**config.mk**
```make
export PLATFORM = sky130hd
export DESIGN_NAME = sl_preceptron_job_ctrl
export DESIGN_NICKNAME = d
export VERILOG_FILES = /design/src/rtl/sl_preceptron_pkg.sv /design/src/rtl/sl_preceptron_wload.sv /design/src/rtl/sl_preceptron_job_ctrl.sv
export SDC_FILE = /design/constraint.sdc
export NUM_CORES = 1
export LEC_CHECK = 0
export ABC_AREA = 1
export ABC_CLOCK_PERIOD_IN_PS = 4900
export CORE_ASPECT_RATIO = 1.1
export CORE_MARGIN = 5
export CORE_UTILIZATION = 60
export CTS_CLUSTER_SIZE = 25
export DETAILED_ROUTE_END_ITERATION = 10
export DONT_BUFFER_PORTS = 1
export HOLD_SLACK_MARGIN = 0.08
export PLACE_DENSITY_LB_ADDON = 0.08
export SLEW_MARGIN = 30
export SYNTH_ARGS = -nofsm -noshare
export SYNTH_HDL_FRONTEND = slang
export SYNTH_SLANG_ARGS = --single-unit
```
**constraint.sdc**
```tcl
create_clock -name clk -period 4.9 [get_ports clk]
set_clock_uncertainty 0.05 [all_clocks]
set_input_delay 0.245 -clock clk [delete_from_list [all_inputs] [get_ports clk]]
set_output_delay 0.245 -clock clk [all_outputs]
set_load 0.01 [all_outputs]
```
**src/rtl/sl_preceptron_pkg.sv**
```systemverilog
// Shared types and default geometry for the perceptron job controller.
// Provides the state encoding and the counter-width helper used by the controller files.
package sl_preceptron_pkg;

  localparam int DEF_DATA_IN_LANES  = 4;
  localparam int DEF_DATA_IN_WIDTH  = 8;
  localparam int DEF_MEM_ADDR_WIDTH = 16;
  localparam int DEF_WEIGHTS_WIDTH  = 8;
  localparam int DEF_VECTOR_LENGTH  = 64;
  localparam int DEF_SUM_WIDTH      = 24;
  localparam int DEF_TIMEOUT_CCS    = 256;

  localparam int BEATS               = DEF_VECTOR_LENGTH / DEF_DATA_IN_LANES;
  localparam int TOTAL_DATA_IN_WIDTH = DEF_DATA_IN_LANES * DEF_DATA_IN_WIDTH;

  typedef enum logic [2:0] {
    ST_IDLE   = 3'd0,
    ST_LOAD   = 3'd1,
    ST_STREAM = 3'd2,
    ST_WAIT   = 3'd3,
    ST_RESULT = 3'd4
  } state_t;

  // A counter that must be able to hold its terminal value without wrapping.
  function automatic int cnt_width(input int terminal);
    return $clog2(terminal + 1);
  endfunction

endpackage

```
**src/rtl/sl_preceptron_wload.sv**
```systemverilog
// Weight loader: copies VECTOR_LENGTH weights from the external store into the
// perceptron weight RAM, one read per cycle with the write trailing by one cycle.
module sl_preceptron_wload
  import sl_preceptron_pkg::*;
#(
  parameter int MEM_ADDR_WIDTH = DEF_MEM_ADDR_WIDTH,
  parameter int WEIGHTS_WIDTH  = DEF_WEIGHTS_WIDTH,
  parameter int VECTOR_LENGTH  = DEF_VECTOR_LENGTH
) (
  input  logic                      clk,
  input  logic                      rst_n,
  input  logic                      start,
  input  logic [MEM_ADDR_WIDTH-1:0] wbase,
  output logic                      done,
  output logic                      wsrc_ren,
  output logic [MEM_ADDR_WIDTH-1:0] wsrc_addr,
  input  logic [WEIGHTS_WIDTH-1:0]  wsrc_rdata,
  output logic                      pe_mem_wen,
  output logic [MEM_ADDR_WIDTH-1:0] pe_mem_addr,
  output logic [WEIGHTS_WIDTH-1:0]  pe_mem_wdata
);

  localparam int                RCNT_W    = cnt_width(VECTOR_LENGTH);
  localparam logic [RCNT_W-1:0] RCNT_LAST = RCNT_W'(VECTOR_LENGTH);

  logic                      active;
  logic [RCNT_W-1:0]         rd_cnt;
  logic [MEM_ADDR_WIDTH-1:0] base_q;
  logic                      wen_q;
  logic [MEM_ADDR_WIDTH-1:0] waddr_q;
  logic                      reading;

  assign reading = active && (rd_cnt != RCNT_LAST);
  // Done coincides with the final write, so the loader spans VECTOR_LENGTH+1 cycles.
  assign done    = active && (rd_cnt == RCNT_LAST);

  always_ff @(posedge clk or negedge rst_n) begin
    if (!rst_n) begin
      active  <= 1'b0;
      rd_cnt  <= '0;
      base_q  <= '0;
      wen_q   <= 1'b0;
      waddr_q <= '0;
    end else begin
      wen_q <= reading;
      if (reading) begin
        waddr_q <= MEM_ADDR_WIDTH'(rd_cnt);
      end
      if (start) begin
        active <= 1'b1;
        rd_cnt <= '0;
        base_q <= wbase;
      end else if (done) begin
        active <= 1'b0;
      end else if (reading) begin
        rd_cnt <= rd_cnt + 1'b1;
      end
    end
  end

  // Store data arrives one cycle after the read, aligned with the registered write strobe.
  assign wsrc_ren     = reading;
  assign wsrc_addr    = reading ? (base_q + MEM_ADDR_WIDTH'(rd_cnt)) : '0;
  assign pe_mem_wen   = wen_q;
  assign pe_mem_addr  = wen_q ? waddr_q : '0;
  assign pe_mem_wdata = wen_q ? wsrc_rdata : '0;

endmodule

```
**src/rtl/sl_preceptron_job_ctrl.sv**
```systemverilog
// Job sequencer in front of the perceptron: load weights, program threshold,
// stream samples, then wait for the MAC result (or time out) and hand it back.
module sl_preceptron_job_ctrl
  import sl_preceptron_pkg::*;
#(
  parameter int DATA_IN_LANES  = DEF_DATA_IN_LANES,
  parameter int DATA_IN_WIDTH  = DEF_DATA_IN_WIDTH,
  parameter int MEM_ADDR_WIDTH = DEF_MEM_ADDR_WIDTH,
  parameter int WEIGHTS_WIDTH  = DEF_WEIGHTS_WIDTH,
  parameter int VECTOR_LENGTH  = DEF_VECTOR_LENGTH,
  parameter int SUM_WIDTH      = DEF_SUM_WIDTH,
  parameter int TIMEOUT_CCS    = DEF_TIMEOUT_CCS
) (
  input  logic                                   clk,
  input  logic                                   rst_n,
  input  logic                                   job_valid,
  output logic                                   job_ready,
  input  logic [MEM_ADDR_WIDTH-1:0]              job_wbase,
  input  logic [SUM_WIDTH-1:0]                   job_threshold,
  output logic                                   wsrc_ren,
  output logic [MEM_ADDR_WIDTH-1:0]              wsrc_addr,
  input  logic [WEIGHTS_WIDTH-1:0]               wsrc_rdata,
  input  logic                                   s_valid,
  output logic                                   s_ready,
  input  logic [DATA_IN_LANES*DATA_IN_WIDTH-1:0] s_data,
  output logic                                   pe_mem_wen,
  output logic [MEM_ADDR_WIDTH-1:0]              pe_mem_addr,
  output logic [WEIGHTS_WIDTH-1:0]               pe_mem_wdata,
  output logic                                   pe_data_valid,
  output logic [DATA_IN_LANES*DATA_IN_WIDTH-1:0] pe_data_in,
  output logic [SUM_WIDTH-1:0]                   pe_cfg_ai_threshold,
  input  logic                                   pe_done,
  input  logic [SUM_WIDTH-1:0]                   pe_ai_sum,
  input  logic                                   pe_ai_comparator,
  output logic                                   res_valid,
  input  logic                                   res_ready,
  output logic [SUM_WIDTH-1:0]                   res_sum,
  output logic                                   res_comp,
  output logic                                   res_err,
  output logic                                   busy
);

  localparam int                NBEATS    = VECTOR_LENGTH / DATA_IN_LANES;
  localparam int                BCNT_W    = cnt_width(NBEATS);
  localparam int                TCNT_W    = cnt_width(TIMEOUT_CCS);
  localparam logic [BCNT_W-1:0] BEAT_LAST = BCNT_W'(NBEATS - 1);
  localparam logic [BCNT_W-1:0] BEAT_END  = BCNT_W'(NBEATS);
  localparam logic [TCNT_W-1:0] TO_LAST   = TCNT_W'(TIMEOUT_CCS - 1);

  state_t              state;
  state_t              next_state;
  logic                job_accept;
  logic                beat_accept;
  logic                wl_done;
  logic [BCNT_W-1:0]   beat_cnt;
  logic [TCNT_W-1:0]   to_cnt;
  logic [SUM_WIDTH-1:0] thr_q;

  assign job_accept  = job_valid && job_ready;
  assign beat_accept = s_valid && s_ready;
  assign busy        = (state != ST_IDLE);

  sl_preceptron_wload #(
    .MEM_ADDR_WIDTH(MEM_ADDR_WIDTH),
    .WEIGHTS_WIDTH (WEIGHTS_WIDTH),
    .VECTOR_LENGTH (VECTOR_LENGTH)
  ) u_wload (
    .clk         (clk),
    .rst_n       (rst_n),
    .start       (job_accept),
    .wbase       (job_wbase),
    .done        (wl_done),
    .wsrc_ren    (wsrc_ren),
    .wsrc_addr   (wsrc_addr),
    .wsrc_rdata  (wsrc_rdata),
    .pe_mem_wen  (pe_mem_wen),
    .pe_mem_addr (pe_mem_addr),
    .pe_mem_wdata(pe_mem_wdata)
  );

  always_ff @(posedge clk or negedge rst_n) begin
    if (!rst_n) begin
      state <= ST_IDLE;
    end else begin
      state <= next_state;
    end
  end

  always_comb begin
    next_state = state;
    job_ready  = 1'b0;
    s_ready    = 1'b0;
    res_valid  = 1'b0;
    case (state)
      ST_IDLE: begin
        job_ready = 1'b1;
        if (job_valid) next_state = ST_LOAD;
      end
      ST_LOAD: begin
        if (wl_done) next_state = ST_STREAM;
      end
      ST_STREAM: begin
        s_ready = (beat_cnt != BEAT_END);
        if (s_valid && s_ready && (beat_cnt == BEAT_LAST)) next_state = ST_WAIT;
      end
      ST_WAIT: begin
        if (pe_done || (to_cnt == TO_LAST)) next_state = ST_RESULT;
      end
      ST_RESULT: begin
        res_valid = 1'b1;
        if (res_ready) next_state = ST_IDLE;
      end
      default: next_state = ST_IDLE;
    endcase
  end

  // Beats are re-timed by one register; stall cycles drive zero data, not stale data.
  always_ff @(posedge clk or negedge rst_n) begin
    if (!rst_n) begin
      thr_q         <= '0;
      beat_cnt      <= '0;
      to_cnt        <= '0;
      pe_data_valid <= 1'b0;
      pe_data_in    <= '0;
      res_sum       <= '0;
      res_comp      <= 1'b0;
      res_err       <= 1'b0;
    end else begin
      pe_data_valid <= beat_accept;
      pe_data_in    <= beat_accept ? s_data : '0;
      if (job_accept) begin
        thr_q    <= job_threshold;
        beat_cnt <= '0;
        to_cnt   <= '0;
      end
      if (beat_accept) begin
        beat_cnt <= beat_cnt + 1'b1;
      end
      if (state == ST_WAIT) begin
        to_cnt <= to_cnt + 1'b1;
        if (pe_done) begin
          res_sum  <= pe_ai_sum;
          res_comp <= pe_ai_comparator;
          res_err  <= 1'b0;
        end else if (to_cnt == TO_LAST) begin
          res_sum  <= '0;
          res_comp <= 1'b0;
          res_err  <= 1'b1;
        end
      end
    end
  end

  assign pe_cfg_ai_threshold = thr_q;

endmodule

```
# Word-level counts from Yosys, hierarchy flattened
# Index checks and enable logic that the tools add are counted.
[totals]
register_bits = 132
latchBits = 0
ramBits = 0
rom_bits = 0
n_memories = 0
[op_classes]
add_sub_neg = 4
mul = 0
div = 0
n_lt_le_gt_ge = 0
n_eq_ne = 15
shift = 0
n_mux = 28
bitwise = 0
n_reduce_logical = 17
[op_table]
columns = ["operator", "n"]
rows = [
  ["24-bit two-way mux", 2],
  ["32-bit two-way mux", 1],
  ["7-bit two-way mux", 4],
  ["9-bit two-way mux", 2],
  ["16-bit by 7-bit adder with 16-bit output", 1],
  ["16-bit two-way mux", 1],
  ["3-bit two-way mux", 5],
  ["3-bit case mux with 5 select lines", 1],
  ["5-bit two-way mux", 2],
  ["2-bit inequality test (second input constant)", 5],
  ["2-bit nonzero test", 5],
  ["9-bit by 1-bit adder with 9-bit output (second input constant)", 1],
  ["9-bit by 8-bit equality test with 1-bit output (second input constant)", 1],
  ["1-bit two-way mux", 9],
  ["8-bit two-way mux", 1],
  ["7-bit by 1-bit adder with 7-bit output (second input constant)", 1],
  ["7-bit equality test (second input constant)", 1],
  ["7-bit inequality test (second input constant)", 1],
  ["3-bit by 2-bit equality test with 1-bit output (second input constant)", 2],
  ["1-bit logical AND", 6],
  ["5-bit by 1-bit adder with 5-bit output (second input constant)", 1],
  ["5-bit by 4-bit equality test with 1-bit output (second input constant)", 1],
  ["5-bit inequality test (second input constant)", 1],
  ["5-bit AND reduction", 1],
  ["7 further kinds", 8],
]

# Logic depth before layout (Yosys ltp)
# Gate-level depths: netlist of run 1.
[depth]
depth_word = 5
ltp_mapped = 11
depth_no_buf = 11

# By module
# A second synthesis of run 1 with hierarchy kept.
[hier_totals]
hier_cells = 730
hier_area_um2 = 6172.2
[by_module_without_submodules]
columns = ["mod", "n_inst", "cells_each", "area_per_inst_um2", "seq_area_each_um2"]
rows = [
  ["sl_preceptron_job_ctrl", 1, 399, 3981.3, 2502.4],
  ["sl_preceptron_wload", 1, 331, 2190.9, 800.8],
]

# Worst setup path after synthesis of run 1
# No wires, ideal clock.
[synth_path]
path_type = "reg-to-output"
from = "register u_wload.rd_cnt[0]"
to = "output port wsrc_addr[12]"
arrival_time_ns = 1.636
t_required_ns = 4.605
path_slack_ns = 2.969
stages_incl_launch_ff = 11
path_buffers = 0
path_cell_list = "dfrtp_1 -> ha_1 -> inv_1 -> fa_1 -> inv_1 -> nand3_1 -> nand3_1 -> nand3_1 -> nand3_1 -> nand2_1 -> nor2_1"
[synth_between]
elab_chain_len = 3
elab_cells_between_ends = 4
classes_between = "add/sub: 1; eq/ne: 1; mux: 1; reduce/logical: 1"
[synth_lines]
columns = ["item", "line", "source"]
rows = [
  ["from (decl)", "sl_preceptron_wload.sv:27", "logic [RCNT_W-1:0] rd_cnt;"],
  ["from (signal assigned)", "sl_preceptron_wload.sv:56", "rd_cnt <= rd_cnt + 1'b1;"],
  ["branches (longest 2 deep; another with 16-bit by 7-bit adder with 16-bit output)", "-", ""],
  ["16-bit two-way mux (*)", "sl_preceptron_wload.sv:63", "assign wsrc_addr = reading ? (base_q + MEM_ADDR_WIDTH'(rd_cnt)) : '0;"],
  ["to (decl)", "sl_preceptron_job_ctrl.sv:21", "output logic [MEM_ADDR_WIDTH-1:0] wsrc_addr,"],
]
# Mark *: on every way between the ends.

# Worst setup path after layout of run 1
[layout_path]
from = "register u_wload.rd_cnt[0]"
to = "output port wsrc_addr[2]"
[layout_between]
elab_chain_len = 3
elab_cells_between_ends = 4
classes_between = "add/sub: 1; eq/ne: 1; mux: 1; reduce/logical: 1"
[layout_lines]
columns = ["item", "line", "source"]
rows = [
  ["7-bit inequality test", "sl_preceptron_wload.sv:33", "assign reading = active && (rd_cnt != RCNT_LAST);"],
  ["1-bit logical AND", "sl_preceptron_wload.sv:33", ""],
  ["via wsrc_ren", "sl_preceptron_job_ctrl.sv:20", "output logic wsrc_ren,"],
  ["16-bit two-way mux", "sl_preceptron_wload.sv:63", ""],
]
# The timed path passes the listed nets, and every way through them passes these cells.

==> results of run 1 <==
==> worst reg2reg max path, cell delays in order (launching register included) <==
cell,delay (ns)
dfrtp_1,0.47
nor2_4,0.18
nand2_2,0.12
nor2_4,0.10
buf_4,0.45
inv_2,0.46
nand2_2,0.27
inv_2,0.07
a22o_1,0.19
==> per-stage QoR <==
stage,power [mW],util [%]
2_1_floorplan,2.73,-
3_3_place_gp,2.97,61.6
3_5_place_dp,3.01,61.6
4_1_cts,4.43,81.2
5_1_grt,4.76,81.2
6_report,4.50,81.2
==> per-layer routing <==
layer,part of all wire [%],routed length (um),vias to the layer above
met3,9.6,1770,71
met2,50,9200,289
met4,4.7,862,0
met5,0,0,-
li1,-,-,2462
met1,36,6530,2487
==> cells in the mapped netlist (all sizes together) <==
| master | count | area [um2] |
|---|---|---|
| nor3 | 8 | 40.0 |
| buf | 25 | 169 |
| xor2 | 4 | 35.0 |
| clkinv | 1 | 5.00 |
| inv | 110 | 413 |
| xnor2 | 2 | 17.5 |
| and3 | 2 | 12.5 |
| nand4 | 9 | 56.3 |
| o22ai | 5 | 31.3 |
| nor4 | 1 | 6.26 |
| nor2 | 68 | 278 |
| and2 | 1 | 6.26 |
| conb | 1 | 3.75 |
| o21bai | 1 | 7.51 |
| fa | 1 | 20.0 |
| clkbuf | 4 | 16.3 |
| a21oi | 16 | 91.3 |
| ha | 14 | 175 |
| o21ai | 35 | 175 |
| a22o | 26 | 228 |
| nand3 | 32 | 173 |
| dfrtp | 132 | 3300 |
| nand2 | 212 | 818 |
| or2 | 2 | 12.5 |
==> worst min path at each step <==
stage                        from                             end  slack (ns)
after floorplan             rst_n         beat_cnt[0]$_DFFE_PN0P_       -0.10
after global placement      rst_n  u_wload.base_q[14]$_DFFE_PN0P_        -0.1
after detailed placement    rst_n  u_wload.base_q[14]$_DFFE_PN0P_        -0.1
after CTS                 pe_done            state[2]$_DFFE_PN0P_         0.1
after global routing      pe_done         res_sum[22]$_DFFE_PN0P_        0.16
final                     pe_done            state[2]$_DFFE_PN0P_        0.12
==> registers in the layout, indices dropped and copies added, names as in the netlist <==
| signal | flops |
|---|---|
| to_cnt | 9 |
| pe_data_in | 32 |
| res_sum | 24 |
| beat_cnt | 5 |
| u_wload.pe_mem_wen | 1 |
| u_wload.base_q | 16 |
| pe_cfg_ai_threshold | 24 |
| res_err | 1 |
| res_comp | 1 |
| u_wload.active | 1 |
| u_wload.waddr_q | 7 |
| state | 3 |
| u_wload.rd_cnt | 7 |
| pe_data_valid | 1 |
==> cell families after synthesis <==
group	after synthesis	synth area share, %
adder cells (fa/ha/maj)	15	3.20
AND/OR/NAND/NOR	335	23.0
XOR/XNOR	6	0.862
buffers and inverters	140	9.90
AO/OA/AOI/OAI	83	8.75
other	1	0.0615
flip-flops	132	54.2
==> where the power goes <==
group / leakage, nW / total (mW) / internal, mW / switching (mW)
Combinational: 2.33 / 1.34 / 0.488 / 0.850
Clock: 0.280 / 1.28 / 0.754 / 0.523
Sequential: 1.71 / 1.88 / 1.45 / 0.439
==> cell type report <==
class	instances	area, um2	area share [%]
flip-flops and latches	132	3300	41.1
inverters	111	418	5.20
clock buffers	18	428	5.33
multi-input cells	448	2220	27.6
repair buffers	133	1350	16.8
well taps	120	150	1.87
clock inverters	14	168	2.09
==> key figures, run 1 <==
Outcome
  – Status: completed

CTS
  – Clock transition at path regs: 0.06 ns
  – Hold buffer count at cts: 132
  – Root buffer cell: clkbuf_8
  – CTS Sinks: 132
  – CTS H-tree depth: 4
  – Skew-Pair Late Insertion Delay: 0.53 ns
  – Post-CTS Setup Bufs: 0
  – CTS Buf Count: 17
  – CTS tree: done
  – Clock buffer depth: 2
  – Post-cts resize count: 0

Worst setup path
  – Critical path buffer and inverter count: 3
  – CP Depth: 9
  – Cell family with most CP delay: buffers and inverters
  – Worst setup EP type: primary output
  – CP startpoint: u_wload.rd_cnt[0]$_DFFE_PN0P_
  – Most frequent CP cell: inv_1
  – Worst EP required: 4.61 ns
  – Worst r2r src: state[0]$_DFFE_PN0P_
  – CP arrival: 2.98 ns
  – Critical Path End: wsrc_addr[2]
  – Crit path max fanout: 23
  – Worst setup SP type: flop
  – R2R depth: 8
  – Slowest Stage Delay on Critical Path: 0.62 ns
  – Critical-path cell with the highest stage delay: inv_1
  – Critical Path, Cell by Cell: inv_1 > ha_1 > nand2_1 > inv_1 > nand3_1 > nand2_1 > inv_1 > o21ai_0 > a21oi_1
  – Reg2Reg Setup Slack: 2.43 ns
  – FF-to-FF End: to_cnt[1]$_DFFE_PN0P_
  – Kind of critical path: reg -> out

Synthesis
  – Yosys cell types: 34
  – Mapped cell area: 6090 um2
  – Number of synthesized register bits: 132
  – Sequential fraction of the synthesis area: 54.2%
  – YS warnings: 0
  – Post-Syn Instances: 712
  – Post-synthesis area per instance: 8.56 um2

GRT
  – M2 GR Usage: 52.3%
  – All-layer global routing usage: 30.4%
  – Total gr overflow: 0
  – First-pass GRT wire length: 28400 um
  – Largest net degree at the start of global routing: 133
  – Met1 Track Usage GR: 33.3%
  – Initial antenna violation count: 0
  – Met3 Track Usage GR: 10.6%
  – Number of global-route vias before repair: 5579
  – GR peak layer: met2

STA
  – Final Slew Violations: 0
  – Crit share post-route: 66.8%
  – Final Critical Period: 3.27 ns
  – Final setup vio count: 0
  – Final worst slack: 1.63 ns
  – Hold Fails Final Rpt: 0
  – Slew headroom: 50.4%
  – RSZ-0062 raised after global routing: no
  – Least-Margin Pin Slew: 0.743 ns
  – Hold Slack: 0.123 ns
  – Setup TNS: 0 ns
  – Max Freq: 0.305 GHz

Pwr
  – Leakage: 4.32 nW
  – Pwr dens: 560 nW/um2
  – VDD IR-drop max: 0.298 mV

Die
  – Std cell rows: 38
  – Initial core utilization: 61.6%
  – Die extent in y: 116 um
  – Die width: 106 um
  – IO Pins: 240
  – Die area: 12300 um2
  – Area of the core: 9890 um2

Detailed routing
  – DRT iter0 DRCs: 351
  – Avg Vias per Cell: 5.44
  – Remaining DRCs: 0
  – Post-route ant nets: 0
  – Number of iterations in the first detailed-routing pass: 5
  – WL final: 18400 um
  – Vias: 5309
  – WL/cell: 18.8 um

Worst hold path
  – Hold Crit Depth: 3
  – Hold WC Path Type: in -> reg

Place
  – Port-buffer cells: 0
  – GP Congestion: 0.945
  – Place WS: 2.20 ns
  – Placed insts: 812
  – Placed cell areas: 6100 um2
  – Detail Placement HPWL: 10100 um

Layout
  – Area grow syn2layout: 31.8%
  – Final #Nets: 969
  – Ant diodes: 0
  – Final instance area: 8030 um2
  – Non-filler instance count after layout: 976
  – Commonest non-fill, non-tap cell in the layout: nand2_1
  – Share of layout cells above drive strength 1: 5.96%
  – Commonest non-fill, non-tap cells in the layout: nand2_1, dfrtp_1, dlygate4sd3_1
  – Fillers: 568

Job
  – Max-cap violation count: 0
Note: power is estimated with default switching activity, not from simulation.
==> run 2: changes to the inputs <==
--- a/config.mk
+++ b/config.mk
@@ -6,7 +6,7 @@
 export NUM_CORES = 1
 export LEC_CHECK = 0
 export ABC_AREA = 1
-export ABC_CLOCK_PERIOD_IN_PS = 4900
+export ABC_CLOCK_PERIOD_IN_PS = 3200
 export CORE_ASPECT_RATIO = 1.1
 export CORE_MARGIN = 5
 export CORE_UTILIZATION = 60
==> constraint.sdc (replaced) <==
create_clock -name clk -period 3.2 [get_ports clk]
set_clock_uncertainty 0.05 [all_clocks]
set_input_delay 0.16 -clock clk [delete_from_list [all_inputs] [get_ports clk]]
set_output_delay 0.16 -clock clk [all_outputs]
set_load 0.01 [all_outputs]
==> key figures, run 2 (synthesis gave the netlist of run 1 again) <==
Layout
  – Commonest non-fill, non-tap cell in the layout: nand2_1
  – Commonest non-fill, non-tap cells in the layout: nand2_1, dlygate4sd3_1, dfrtp_1
  – Final #Nets: 973 (+0.41%)
  – Top reg by flops: pe_data_in
  – Final instance area: 8090 um2 (+0.79%)
  – Area grow syn2layout: 32.8%
  – Share of layout cells above drive strength 1: 6.05% (+0.089 points)
  – Non-filler instance count after layout: 982 (+0.61%)
  – Largest register FFs: 32 (unchanged)
  – Final core utilization: 81.8% (+0.65 points)

STA
  – Final worst slack: 0.475 ns (-1.15 ns)
  – Setup TNS: 0 ns (unchanged)
  – Least-Margin Pin Slew: 0.760 ns (+0.0164 ns)
  – Final setup vio count: 0 (unchanged)
  – Hold Slack: 0.167 ns (+0.0449 ns)
  – Hold Fails Final Rpt: 0 (unchanged)
  – Slew headroom: 49.3% (-1.1 points)
  – Final Slew Violations: 0 (unchanged)
  – Max Freq: 0.367 GHz
  – RSZ-0062 raised after global routing: no
  – Final Critical Period: 2.72 ns
  – Crit share post-route: 85.1%

Detailed routing
  – DRT met1 WL: 6930 um (+6.1%)
  – Met3 WL post-DR: 1800 um (+1.8%)
  – Avg Vias per Cell: 5.65 (+3.9%)
  – Vias: 5548 (+4.5%)
  – WL met2: 9720 um (+5.6%)
  – Number of iterations in the first detailed-routing pass: 5 (unchanged)
  – Remaining DRCs: 0 (unchanged)
  – DR top layer: met4
  – WL final: 19400 um (+5.4%)
  – WL/cell: 19.7 um (+4.8%)
  – Post-route ant nets: 0 (unchanged)
  – DRT iter0 DRCs: 437 (+25%)

Die
  – Die extent in y: 116 um (unchanged)
  – Die width: 106 um (unchanged)
  – Area of the core: 9890 um2 (unchanged)
  – Die area: 12300 um2 (unchanged)
  – Initial core utilization: 61.6% (unchanged)
  – IO Pins: 240 (unchanged)
  – Std cell rows: 38 (unchanged)

CTS
  – CTS Sinks: 132 (unchanged)
  – Root buffer cell: clkbuf_8
  – Clock transition at path regs: 0.06 ns (about the same)
  – CTS tree: done
  – CTS H-tree depth: 4 (unchanged)
  – Clock buffer depth: 2 (unchanged)
  – CTS Buf Count: 17 (unchanged)
  – Hold buffer count at cts: 135 (+2.3%)
  – Post-cts resize count: 0 (unchanged)
  – Post-CTS Setup Bufs: 0 (unchanged)
  – Skew-Pair Late Insertion Delay: 0.51 ns (-0.02 ns)

GRT
  – All-layer global routing usage: 32.4% (+2.0 points)
  – Largest net degree at the start of global routing: 133 (unchanged)
  – First-pass GRT wire length: 30500 um (+7.3%)
  – Total gr overflow: 0 (unchanged)
  – Initial antenna violation count: 1 (+1)
  – Number of global-route vias before repair: 5805 (+4.1%)

Worst setup path
  – CP startpoint: u_wload.rd_cnt[0]$_DFFE_PN0P_
  – FF-to-FF End: pe_data_in[12]$_DFF_PN0_
  – CP arrival: 2.51 ns (-0.47 ns)
  – Worst setup EP type: primary output
  – Worst EP required: 2.99 ns (-1.62 ns)
  – Critical Path End: wsrc_addr[4]
  – Kind of critical path: reg -> out
  – Reg2Reg Setup Slack: 0.79 ns (-1.64 ns)
  – Crit path max fanout: 16 (-30%)
  – Worst setup SP type: flop
  – R2R depth: 8 (unchanged)
  – Worst r2r src: beat_cnt[0]$_DFFE_PN0P_

Pwr
  – Total power draw: 6.99 mW (+55%)
  – Leakage: 4.36 nW (+0.93%)
  – Pwr dens: 864 nW/um2 (+54%)
  – VDD IR-drop max: 0.515 mV (+73%)

Worst hold path
  – Hold Crit Start: s_valid
  – Hold WC Path Type: in -> reg

Place
  – GP Congestion: 0.913 (-3.3%)
  – Place WS: 1.06 ns (-1.14 ns)
  – Detail Placement HPWL: 10200 um (+1.6%)
  – Placed cell areas: 6100 um2 (+0.12%)
  – Placed insts: 813 (+0.12%)
  – Port-buffer cells: 0 (unchanged)

Job
  – Max-cap violation count: 0 (unchanged)

Outcome
  – Status: completed
==> run 2: changes by cell type in the layout (fill, tap and decap cells not counted), moves of 2 or more <==
cell,before,now
dlygate4sd3_1,131,134
diode_2,0,2
clkinvlp_4,4,2
inv_6,3,5
==> run 2: worst min path at each step <==
stage                                                 to  slack [ns]  depth (start not counted)
final                               state[1]$_DFFE_PN0P_        0.17                          6
after global routing                state[1]$_DFFE_PN0P_        0.17                          6
after CTS                           state[1]$_DFFE_PN0P_        0.10                          6
after detailed placement  u_wload.base_q[14]$_DFFE_PN0P_       -0.18                          0
after global placement    u_wload.base_q[14]$_DFFE_PN0P_       -0.18                          0
after floorplan                  beat_cnt[0]$_DFFE_PN0P_       -0.19                          0
==> run 2: power breakdown <==
part           switching (mW)  total (mW)  internal [mW]
Clock                   0.804        2.04           1.23
Sequential              0.681        2.89           2.21
Combinational            1.31        2.06          0.749
==> run 2: worst max-delay path: stages (launching register included) <==
cell and delay, ns:
dfrtp_1 0.41, inv_1 0.11, ha_1 0.21, nand2_1 0.06
inv_1 0.05, nand3_1 0.10, nand2_1 0.08, inv_1 0.46
o21ai_0 0.19, a21oi_1 0.33
==> run 2: per-layer routing <==
layer | global-route usage [%] | up-vias
met5 | 0 | -
met4 | 16.3 | 0
met3 | 11.9 | 78
met2 | 55.8 | 322
met1 | 35.6 | 2668
li1 | - | 2480
==> run 2: layout make-up <==
type                            count  area (um2)
Multi-Input combinational cell    448        2220
Clock inverter                     14         189
Tap cell                          120         150
Clock buffer                       18         428
Inverter                          111         418
Antenna cell                        2        5.00
Fill cell                         552        1800
Timing Repair Buffer              137        1380
Sequential cell                   132        3300
==> run 3: changes to the inputs <==
--- a/config.mk
+++ b/config.mk
@@ -6,7 +6,7 @@
 export NUM_CORES = 1
 export LEC_CHECK = 0
 export ABC_AREA = 1
-export ABC_CLOCK_PERIOD_IN_PS = 3200
+export ABC_CLOCK_PERIOD_IN_PS = 3000
 export CORE_ASPECT_RATIO = 1.1
 export CORE_MARGIN = 5
 export CORE_UTILIZATION = 60
==> constraint.sdc (replaced) <==
create_clock -name clk -period 3 [get_ports clk]
set_clock_uncertainty 0.05 [all_clocks]
set_input_delay 0.15 -clock clk [delete_from_list [all_inputs] [get_ports clk]]
set_output_delay 0.15 -clock clk [all_outputs]
set_load 0.01 [all_outputs]
==> key figures, run 3 (synthesis gave the netlist of run 1 again) <==
Outcome
  – Status: finished, violations left
  – Failing checks: negative hold slack

CTS
  – Post-CTS Setup Bufs: 0 (unchanged)
  – CTS H-tree depth: 4 (unchanged)
  – Clock buffer depth: 2 (unchanged)
  – CTS Sinks: 132 (unchanged)
  – Skew-Pair Late Insertion Delay: 0.52 ns (about the same)
  – Hold buffer count at cts: 133 (-1.5%)
  – CTS Buf Count: 17 (unchanged)
  – Clock transition at path regs: 0.06 ns (about the same)
  – CTS tree: done
  – Post-cts resize count: 0 (unchanged)
  – Root buffer cell: clkbuf_8

Detailed routing
  – Post-route ant nets: 0 (unchanged)
  – WL/cell: 19.5 um (-1.1%)
  – WL final: 19100 um (-1.5%)
  – Number of iterations in the first detailed-routing pass: 5 (unchanged)
  – DRT iter0 DRCs: 493 (+13%)
  – Avg Vias per Cell: 5.64 (-0.22%)
  – Vias: 5513 (-0.63%)
  – Remaining DRCs: 0 (unchanged)

Place
  – Placed cell areas: 6100 um2 (unchanged)
  – Detail Placement HPWL: 10200 um (about the same)
  – Port-buffer cells: 0 (unchanged)
  – GP Congestion: 0.909 (-0.45%)
  – Placed insts: 813 (unchanged)

GRT
  – All-layer global routing usage: 31.9% (-0.51 points)
  – Number of global-route vias before repair: 5800 (-0.086%)
  – First-pass GRT wire length: 30200 um (-1.1%)
  – Total gr overflow: 0 (unchanged)
  – Initial antenna violation count: 0 (-1)
  – Largest net degree at the start of global routing: 133 (unchanged)

Layout
  – Final core utilization: 81.2% (-0.65 points)
  – Final instance area: 8030 um2 (-0.79%)
  – Commonest non-fill, non-tap cells in the layout: nand2_1, dlygate4sd3_1, dfrtp_1
  – Non-filler instance count after layout: 978 (-0.41%)
  – Ant diodes: 0 (-2)
  – Top reg by flops: pe_data_in
  – Fillers: 555 (+0.54%)
  – Share of layout cells above drive strength 1: 5.83% (-0.22 points)
  – Final #Nets: 971 (-0.21%)
  – Area grow syn2layout: 31.8%
  – Largest register FFs: 32 (unchanged)
  – Commonest non-fill, non-tap cell in the layout: nand2_1

Die
  – Die width: 106 um (unchanged)
  – Area of the core: 9890 um2 (unchanged)
  – Die extent in y: 116 um (unchanged)
  – Initial core utilization: 61.6% (unchanged)
  – IO Pins: 240 (unchanged)
  – Std cell rows: 38 (unchanged)
  – Die area: 12300 um2 (unchanged)

Pwr
  – Pwr dens: 917 nW/um2 (+6.1%)
  – Switching power: 2.93 mW (+4.7%)
  – Comb pwr share: 29.5% (about the same)
  – Cell internal pwr: 4.43 mW (+5.6%)
  – Leakage: 4.33 nW (-0.82%)
  – Clock power frac: 28.6% (-0.6 points)
  – Sw Share: 39.8% (-0.20 points)
  – VDD IR-drop max: 0.590 mV (+15%)
  – Sequential power share: 41.9% (+0.5 points)

Worst setup path
  – CP arrival: 2.46 ns (-0.05 ns)
  – Worst EP required: 2.80 ns (-0.19 ns)
  – Most frequent CP cell: nand3_1
  – Critical Path, Cell by Cell: ha_1 > inv_1 > fa_1 > inv_1 > nand3_1 > nand3_1 > nand3_1 > nand3_1 > nand2_1 > nor2_1
  – Worst setup SP type: flop
  – Worst setup EP type: primary output
  – Kind of critical path: reg -> out
  – Slowest Stage Delay on Critical Path: 0.41 ns (-0.05 ns)
  – Crit path max fanout: 5 (-11)
  – Critical-path cell with the highest stage delay: dfrtp_1

STA
  – Final Critical Period: 2.66 ns
  – Max Freq: 0.376 GHz
  – Hold Fails Final Rpt: 132 (+132)
  – Least-Margin Pin Slew: 0.751 ns (-0.00880 ns)
  – RSZ-0062 raised after global routing: no
  – Final Slew Violations: 0 (unchanged)
  – Setup TNS: 0 ns (unchanged)
  – Final setup vio count: 0 (unchanged)
  – Hold Slack: -0.726 ns (-0.894 ns)
  – Slew headroom: 49.9% (+0.59 points)
  – Crit share post-route: 88.8%

Worst hold path
  – Hold WC Path Type: in -> async

Job
  – Max-cap violation count: 0 (unchanged)
## run 3: power groups by stage
stage               logic, mW  registers, mW  clock network (mW)
detailed placement       1.89           3.04                   0
CTS                      2.06           3.04                2.10
global route             2.43           3.14                2.21
finish                   2.17           3.09                2.10
floorplan                1.57           2.88                   0
global placement         1.80           3.05                   0
## run 3: critical path: cells and delay by family (launching register included)
| family | cells | cell delay [ns] |
|---|---|---|
| flops | 1 | 0.41 |
| simple gates | 6 | 0.75 |
| buf+inv | 2 | 0.17 |
| fa+ha+maj | 2 | 0.61 |
## run 3: worst paths after layout
path / end / from / slack, ns / depth (start not counted)
max: wsrc_addr[12] / u_wload.rd_cnt[0]$_DFFE_PN0P_ / 0.34 / 10
min: u_wload.base_q[14]$_DFFE_PN0P_ / rst_n / -0.73 / 0
max reg2reg: pe_data_in[7]$_DFF_PN0_ / beat_cnt[0]$_DFFE_PN0P_ / 0.66 / 8
min reg2reg: u_wload.base_q[5]$_DFFE_PN0P_ / u_wload.base_q[5]$_DFFE_PN0P_ / 0.43 / 2
max in group asynchronous: pe_data_in[8]$_DFF_PN0_ / rst_n / 3.44 / 0
min in group clk: state[0]$_DFFE_PN0P_ / s_valid / 0.18 / 6
## run 3: final cells by class
| cell class | count | area, um2 | area share [%] |
|---|---|---|---|
| multi-input cells | 448 | 2220 | 27.6 |
| flip-flops and latches | 132 | 3300 | 41.1 |
| clock buffers | 18 | 418 | 5.20 |
| inverters | 111 | 418 | 5.20 |
| clock inverters | 14 | 178 | 2.21 |
| well taps | 120 | 150 | 1.87 |
| repair buffers | 135 | 1350 | 16.8 |
## run 3: through the flow
stage	worst slack (ns)	power (mW)	hold WS (ns)
2_1_floorplan	1.14	4.46	-0.196
3_3_place_gp	0.964	4.85	-0.192
3_5_place_dp	0.894	4.93	-0.192
4_1_cts	0.335	7.20	-0.744
5_1_grt	0.162	7.78	-0.749
6_report	0.337	7.36	-0.726
## run 3: routing by layer
metal	track usage (%)	vias to the layer above	part of all wire (%)
li1	-	2472	-
met1	34.6	2621	35
met2	56.4	346	50
met3	12.1	74	10
met4	13.7	0	4.4
met5	0	-	0
